$ cat config.mk
export PLATFORM = sky130hd
export DESIGN_NAME = key_token_rx
export DESIGN_NICKNAME = d
export VERILOG_FILES = /design/src/rtl/calc_pkg.sv /design/src/rtl/tok_fifo.sv /design/src/rtl/key_token_rx.sv
export SDC_FILE = /design/constraint.sdc
export NUM_CORES = 1
export LEC_CHECK = 0
export ABC_CLOCK_PERIOD_IN_PS = 3300
export CAP_MARGIN = 25
export CORE_MARGIN = 8
export CORE_UTILIZATION = 45
export CTS_CLUSTER_DIAMETER = 120
export DETAILED_ROUTE_END_ITERATION = 8
export PLACE_DENSITY = 0.78
export SLEW_MARGIN = 20
export SYNTH_ARGS = -nofsm -noshare
export SYNTH_HDL_FRONTEND = slang
export SYNTH_SLANG_ARGS = --single-unit
$ cat constraint.sdc
create_clock -name clk -period 3.3 [get_ports clk]
set_input_delay 0.66 -clock clk [delete_from_list [all_inputs] [get_ports clk]]
set_output_delay 0.66 -clock clk [all_outputs]
set_load 0.01 [all_outputs]
$ cat src/rtl/calc_pkg.sv
// Shared keypad/calculator definitions.
// Opcode encodings and handshake state type.
package calc_pkg;

  localparam logic [2:0] OP_NUM = 3'd0;
  localparam logic [2:0] OP_DIV = 3'd1;
  localparam logic [2:0] OP_ENT = 3'd2;
  localparam logic [2:0] OP_CLR = 3'd3;
  localparam logic [2:0] OP_MUL = 3'd4;
  localparam logic [2:0] OP_SUB = 3'd5;
  localparam logic [2:0] OP_ADD = 3'd6;
  localparam logic [2:0] OP_RSV = 3'd7;

  typedef enum logic {
    S_IDLE = 1'b0,
    S_ACK  = 1'b1
  } hs_state_t;

endpackage

$ cat src/rtl/tok_fifo.sv
// Show-ahead token FIFO with push, pop, flush and level.
// Flush with push leaves exactly the pushed entry.
module tok_fifo
  import calc_pkg::*;
#(
  parameter int DEPTH = 4,
  parameter int NUM_W = 8,
  localparam int PW = $clog2(DEPTH),
  localparam int LW = $clog2(DEPTH) + 1
) (
  input  logic             clk,
  input  logic             rst_n,
  input  logic             push,
  input  logic             flush,
  input  logic [NUM_W-1:0] din_num,
  input  logic [2:0]       din_op,
  input  logic             tok_ready,
  output logic             tok_valid,
  output logic [NUM_W-1:0] tok_num,
  output logic [2:0]       tok_op,
  output logic [LW-1:0]    level
);

  logic [NUM_W-1:0] mem_num [DEPTH];
  logic [2:0]       mem_op  [DEPTH];
  logic [PW-1:0]    wr_ptr;
  logic [PW-1:0]    rd_ptr;
  logic [LW-1:0]    cnt;
  logic             full;
  logic             pop;
  logic             push_ok;

  assign full      = (cnt == LW'(DEPTH));
  assign tok_valid = (cnt != '0);
  assign pop       = tok_valid && tok_ready;
  assign push_ok   = push && !full;
  assign level     = cnt;
  assign tok_num   = tok_valid ? mem_num[rd_ptr] : '0;
  assign tok_op    = tok_valid ? mem_op[rd_ptr]  : '0;

  always_ff @(posedge clk or negedge rst_n) begin
    if (!rst_n) begin
      wr_ptr <= '0;
      rd_ptr <= '0;
      cnt    <= '0;
      for (int i = 0; i < DEPTH; i++) begin
        mem_num[i] <= '0;
        mem_op[i]  <= '0;
      end
    end else if (flush) begin
      rd_ptr <= '0;
      if (push) begin
        mem_num[0] <= din_num;
        mem_op[0]  <= din_op;
        wr_ptr     <= PW'(1);
        cnt        <= LW'(1);
      end else begin
        wr_ptr <= '0;
        cnt    <= '0;
      end
    end else begin
      if (push_ok) begin
        mem_num[wr_ptr] <= din_num;
        mem_op[wr_ptr]  <= din_op;
        wr_ptr          <= wr_ptr + PW'(1);
      end
      if (pop) begin
        rd_ptr <= rd_ptr + PW'(1);
      end
      case ({push_ok, pop})
        2'b10:   cnt <= cnt + LW'(1);
        2'b01:   cnt <= cnt - LW'(1);
        default: cnt <= cnt;
      endcase
    end
  end

endmodule

$ cat src/rtl/key_token_rx.sv
// Four-phase req/ack token receiver feeding a show-ahead FIFO.
// CLR flushes pending keys; reserved opcode is acked and dropped.
module key_token_rx
  import calc_pkg::*;
#(
  parameter int DEPTH = 4,
  parameter int NUM_W = 8,
  localparam int LW = $clog2(DEPTH) + 1
) (
  input  logic             clk,
  input  logic             rst_n,
  input  logic             req,
  input  logic [NUM_W-1:0] num,
  input  logic [2:0]       op,
  output logic             ack,
  output logic             tok_valid,
  output logic [NUM_W-1:0] tok_num,
  output logic [2:0]       tok_op,
  input  logic             tok_ready,
  output logic [LW-1:0]    level,
  output logic             drop
);

  hs_state_t state;
  hs_state_t state_nx;
  logic      cap;
  logic      full;
  logic      rsv;
  logic      push;
  logic      flush;
  logic      drop_q;

  assign full  = (level == LW'(DEPTH));
  assign rsv   = (op == OP_RSV);
  assign push  = cap && !rsv;
  assign flush = cap && (op == OP_CLR);
  assign ack   = (state == S_ACK);
  assign drop  = drop_q;

  always_ff @(posedge clk or negedge rst_n) begin
    if (!rst_n) begin
      state  <= S_IDLE;
      drop_q <= 1'b0;
    end else begin
      state  <= state_nx;
      drop_q <= cap && rsv;
    end
  end

  // Full FIFO stalls every opcode, including CLR and reserved.
  always_comb begin
    state_nx = state;
    cap      = 1'b0;
    unique case (state)
      S_IDLE: begin
        if (req && !full) begin
          cap      = 1'b1;
          state_nx = S_ACK;
        end
      end
      S_ACK: begin
        if (!req) state_nx = S_IDLE;
      end
      default: state_nx = S_IDLE;
    endcase
  end

  tok_fifo #(
    .DEPTH(DEPTH),
    .NUM_W(NUM_W)
  ) u_fifo (
    .clk      (clk),
    .rst_n    (rst_n),
    .push     (push),
    .flush    (flush),
    .din_num  (num),
    .din_op   (op),
    .tok_ready(tok_ready),
    .tok_valid(tok_valid),
    .tok_num  (tok_num),
    .tok_op   (tok_op),
    .level    (level)
  );

endmodule

==> flow_results.xml <==
<?xml version="1.0" encoding="UTF-8"?>
<metrics>
  <group name="floorplanning">
    <metric name="num_io_pins" unit="">32</metric>
    <metric name="initial_utilization" unit="">0.467</metric>
    <metric name="core-area" unit="mm^2">0.00554</metric>
    <metric name="dieArea" unit="mm^2">0.00844</metric>
    <metric name="core.rowCount" unit="">27</metric>
    <metric name="chipWidth" unit="um">91.8</metric>
    <metric name="die_y" unit="um">91.8</metric>
  </group>
  <group name="synthesis">
    <metric name="synth_cell_types" unit="">36</metric>
    <metric name="synth_warnings" unit="">0</metric>
    <metric name="synth_compound_gate_area_share" unit="">0.0594</metric>
    <metric name="synth_edf_count" unit="">0</metric>
    <metric name="synth_top_family_by_area" unit="">multiplexers</metric>
    <metric name="post_synth_fa_ha_maj_area_fraction" unit="">0.0271</metric>
    <metric name="ys_top_cells_by_area" unit="">sky130_fd_sc_hd__dfrtp_1 (51%), sky130_fd_sc_hd__mux2_2 (16%), sky130_fd_sc_hd__mux4_2 (9.6%)</metric>
    <metric name="synth_area" unit="mm^2">0.00259</metric>
    <metric name="synth-seq-cells" unit="">53</metric>
    <metric name="synth_xor_area_frac" unit="">0.0101</metric>
    <metric name="syn-num-nets" unit="">209</metric>
    <metric name="ys_async_sr_fraction" unit="">1.00</metric>
    <metric name="synth-seq-area-share" unit="">0.512</metric>
    <metric name="netlist.top_cell.by_area" unit="">sky130_fd_sc_hd__dfrtp_1</metric>
    <metric name="post-synth-top-area-fraction" unit="">0.512</metric>
    <metric name="syn_area_per_cell" unit="um^2">13.7</metric>
    <metric name="muxShareOfSynthArea" unit="">0.264</metric>
    <metric name="ys_dominant_reg_cell" unit="">sky130_fd_sc_hd__dfrtp_1</metric>
    <metric name="syn-instance-count" unit="">189</metric>
    <metric name="area_fraction_in_and_or_nand_and_nor_cells_after_synthesis" unit="">0.111</metric>
  </group>
  <group name="worst_setup_path">
    <metric name="worstSetupStartpointType" unit="">flip-flop</metric>
    <metric name="end_kind" unit="">output port</metric>
    <metric name="critical_path_fanout_max" unit="">15</metric>
    <metric name="cp_data_required_time" unit="ns">2.64</metric>
    <metric name="reg2reg_depth" unit="">6</metric>
    <metric name="path_class" unit="">flip-flop to output port</metric>
    <metric name="data_arrival_time_of_the_worst_path" unit="ns">2.18</metric>
  </group>
  <group name="sta">
    <metric name="grt_setup_unrepaired" unit="">false</metric>
    <metric name="relSlewSlack" unit="">0.560</metric>
    <metric name="post_route_clock_skew" unit="ns">0.00544</metric>
    <metric name="timing.setup.tns" unit="ns">0</metric>
    <metric name="timing_max_transition_violations_final" unit="">0</metric>
    <metric name="max_clock_freq" unit="MHz">352</metric>
    <metric name="period_utilisation_layout" unit="">0.860</metric>
    <metric name="setup_viol" unit="">0</metric>
    <metric name="tightest_slew" unit="ns">0.660</metric>
    <metric name="timing.final.crit_period" unit="ns">2.84</metric>
    <metric name="report.final.hold_viol_count" unit="">0</metric>
  </group>
  <group name="drt">
    <metric name="drtAntennaViolNets" unit="">0</metric>
    <metric name="via_per_inst" unit="">5.53</metric>
    <metric name="finalWirelength" unit="um">5220</metric>
    <metric name="route.detailed.wl_per_inst" unit="um">17.6</metric>
    <metric name="route.vias.total" unit="">1642</metric>
    <metric name="dr.pass1.iters" unit="">5</metric>
    <metric name="drcViolationCount" unit="">0</metric>
    <metric name="initial_drc_count" unit="">67</metric>
  </group>
  <group name="global_route">
    <metric name="grt_antenna_before_repair" unit="">0</metric>
    <metric name="grt_usage" unit="">0.128</metric>
    <metric name="grt_first_pass_wirelength" unit="um">8490</metric>
    <metric name="number_of_global_route_vias_before_repair" unit="">1642</metric>
    <metric name="global_route.overflow_total" unit="">0</metric>
    <metric name="grt_start_max_net_pins" unit="">39</metric>
  </group>
  <group name="layout">
    <metric name="flow.area_growth_from_synthesis" unit="%">20.4</metric>
    <metric name="n_fill_cell" unit="">455</metric>
    <metric name="final_layout_size_suffix_gt1_frac" unit="">0.298</metric>
    <metric name="postLayoutCoreUtil" unit="">0.563</metric>
    <metric name="final_nets" unit="">244</metric>
    <metric name="antenna_cells_inserted" unit="">0</metric>
  </group>
  <group name="clock_network">
    <metric name="cts_tree" unit="">done</metric>
    <metric name="postCtsSetupBuffers" unit="">0</metric>
    <metric name="cts.repair.resized" unit="">0</metric>
    <metric name="cts_stage_hold_buffer_count" unit="">0</metric>
    <metric name="path_clk_slew" unit="ns">0.10</metric>
    <metric name="worst_skew_pair.late_latency" unit="ns">0.31</metric>
    <metric name="htree_num_levels" unit="">2</metric>
    <metric name="clock_path_buffers" unit="">2</metric>
    <metric name="clockRootBuffer" unit="">sky130_fd_sc_hd__clkbuf_8</metric>
    <metric name="cts_sinks" unit="">53</metric>
    <metric name="cts_inserted_buffers" unit="">5</metric>
  </group>
  <group name="pwr">
    <metric name="power.density" unit="mW/mm^2">1010</metric>
    <metric name="total_leakage_power" unit="nW">1.32</metric>
    <metric name="ir_worst_vdd" unit="V">0.000463</metric>
  </group>
  <group name="placed_design">
    <metric name="finalWeightedCongestion" unit="">0.746</metric>
    <metric name="dpl.hpwl" unit="um">3550</metric>
    <metric name="port_buffers" unit="">31</metric>
  </group>
  <group name="run">
    <metric name="max_cap_viol_count" unit="">0</metric>
  </group>
  <group name="run_status">
    <metric name="status" unit="">completed</metric>
  </group>
  <group name="worst_hold_path">
    <metric name="timing.hold.worst.class" unit="">input pin to async pin</metric>
  </group>
</metrics>
-- power by group --
group	switching, mW	leakage (nW)	internal (mW)
Sequential	0.221	0.644	0.957
Clock	0.218	0.0687	0.305
Combinational	0.548	0.608	0.915
-- worst max-delay path, cell delays in order (launching register included) --
cell and delay [ns]:
sky130_fd_sc_hd__dfrtp_1 0.48, sky130_fd_sc_hd__or3_1 0.64, sky130_fd_sc_hd__and2_1 0.27, sky130_fd_sc_hd__clkdlybuf4s50_1 0.48
-- Yosys cell counts (2+ instances only) --
| cell type | instances |
|---|---|
| sky130_fd_sc_hd__nand2_2 | 3 |
| sky130_fd_sc_hd__dfrtp_1 | 53 |
| sky130_fd_sc_hd__clkbuf_1 | 2 |
| sky130_fd_sc_hd__nand2b_1 | 3 |
| sky130_fd_sc_hd__nand2_1 | 6 |
| sky130_fd_sc_hd__buf_2 | 3 |
| sky130_fd_sc_hd__and2_1 | 13 |
| sky130_fd_sc_hd__mux2i_1 | 2 |
| sky130_fd_sc_hd__mux4_2 | 11 |
| sky130_fd_sc_hd__o21ai_0 | 2 |
| sky130_fd_sc_hd__ha_1 | 4 |
| sky130_fd_sc_hd__nor3b_1 | 6 |
| sky130_fd_sc_hd__inv_1 | 4 |
| sky130_fd_sc_hd__mux2_2 | 37 |
| sky130_fd_sc_hd__a22o_1 | 2 |
| sky130_fd_sc_hd__a21oi_1 | 3 |
| sky130_fd_sc_hd__xor2_1 | 3 |
| sky130_fd_sc_hd__nand3_1 | 2 |
| sky130_fd_sc_hd__nor2_1 | 8 |
| sky130_fd_sc_hd__a2bb2oi_1 | 6 |
-- metal layers --
layer | up-vias | global-route usage | wire length (um) | share of wire
met2 | 30 | 0.210 | 2570 | 0.49
met1 | 843 | 0.163 | 2390 | 0.46
met3 | 5 | 0.0302 | 192 | 0.037
li1 | 764 | - | - | -
met5 | - | 0 | 0 | 0
met4 | 0 | 0.0430 | 68 | 0.013
-- kinds of logic (layout without fill, tap and decap cells) --
group                      after synthesis  in the layout
AOI/OAI and AO/OA                       20             20
xor gates and xnor gates                 3              3
adders and majority gates                5              5
buffers and inverters                   10             46
DFF                                     53             53
muxes                                   50             50
and+or+nand+nor                         48             48
-- worst paths after layout --
check	startpoint	slack (ns)	endpoint
min in group clk	u_fifo.mem_num[31]$_DFFE_PN0P_	0.51	u_fifo.mem_num[31]$_DFFE_PN0P_
setup reg to reg	u_fifo.level[1]$_DFFE_PN0P_	0.80	u_fifo.level[2]$_DFFE_PN0P_
setup / recovery	u_fifo.level[1]$_DFFE_PN0P_	0.46	tok_op[1]
hold reg to reg	u_fifo.mem_num[31]$_DFFE_PN0P_	0.51	u_fifo.mem_num[31]$_DFFE_PN0P_
hold / removal	rst_n	0.26	ack$_DFF_PN0_
max in group asynchronous	rst_n	2.21	u_fifo.mem_num[8]$_DFFE_PN0P_
-- flip-flops by register name, summed over array words and instances (netlist names) --
name,flops
ack,1
drop,1
u_fifo.level,3
u_fifo.mem_num,32
u_fifo.mem_op,12
u_fifo.rd_ptr,2
u_fifo.wr_ptr,2
-- cell type report --
cell class / count / area (um^2) / share of cell area
flip-flops and latches: 53 / 1330 / 0.425
repair buffers: 34 / 328 / 0.105
multi-input cells: 126 / 1220 / 0.392
well taps: 72 / 90.1 / 0.0289
clock buffers: 5 / 68.8 / 0.0221
inverters: 4 / 15.0 / 0.00482
clock inverters: 3 / 68.8 / 0.0221
-- layout by cell type, fill, tap and decap left out, types with 2 or more instances in the layout --
cell	n
sky130_fd_sc_hd__mux4_2	11
sky130_fd_sc_hd__nand3_1	2
sky130_fd_sc_hd__clkbuf_8	5
sky130_fd_sc_hd__and2_1	13
sky130_fd_sc_hd__mux2_2	37
sky130_fd_sc_hd__nand2_2	3
sky130_fd_sc_hd__buf_4	3
sky130_fd_sc_hd__nand2b_1	3
sky130_fd_sc_hd__clkdlybuf4s50_1	30
sky130_fd_sc_hd__inv_1	4
sky130_fd_sc_hd__a22o_1	2
sky130_fd_sc_hd__nor2_1	8
sky130_fd_sc_hd__nor3b_1	6
sky130_fd_sc_hd__xor2_1	3
sky130_fd_sc_hd__a2bb2oi_1	6
sky130_fd_sc_hd__mux2i_1	2
sky130_fd_sc_hd__nand2_1	6
sky130_fd_sc_hd__o21ai_0	2
sky130_fd_sc_hd__ha_1	4
sky130_fd_sc_hd__dfrtp_1	53
sky130_fd_sc_hd__a21oi_1	3
sky130_fd_sc_hd__bufinv_16	2
-- stage by stage --
step / instances / hold slack, ns / instance area, um^2 / total power [mW] / setup slack [ns]
after detailed placement: 289 / 0.490 / 2980 / 2.66 / 0.471
after CTS: 297 / 0.269 / 3120 / 3.20 / 0.434
final: 297 / 0.261 / 3120 / 3.16 / 0.462
after global placement: 289 / 0.482 / 2980 / 2.61 / 0.533
after global routing: 297 / 0.288 / 3120 / 3.37 / 0.368
after floorplan: 189 / 0.364 / 2590 / 2.08 / 1.15
No activity file was read; power rests on OpenSTA's default activity.
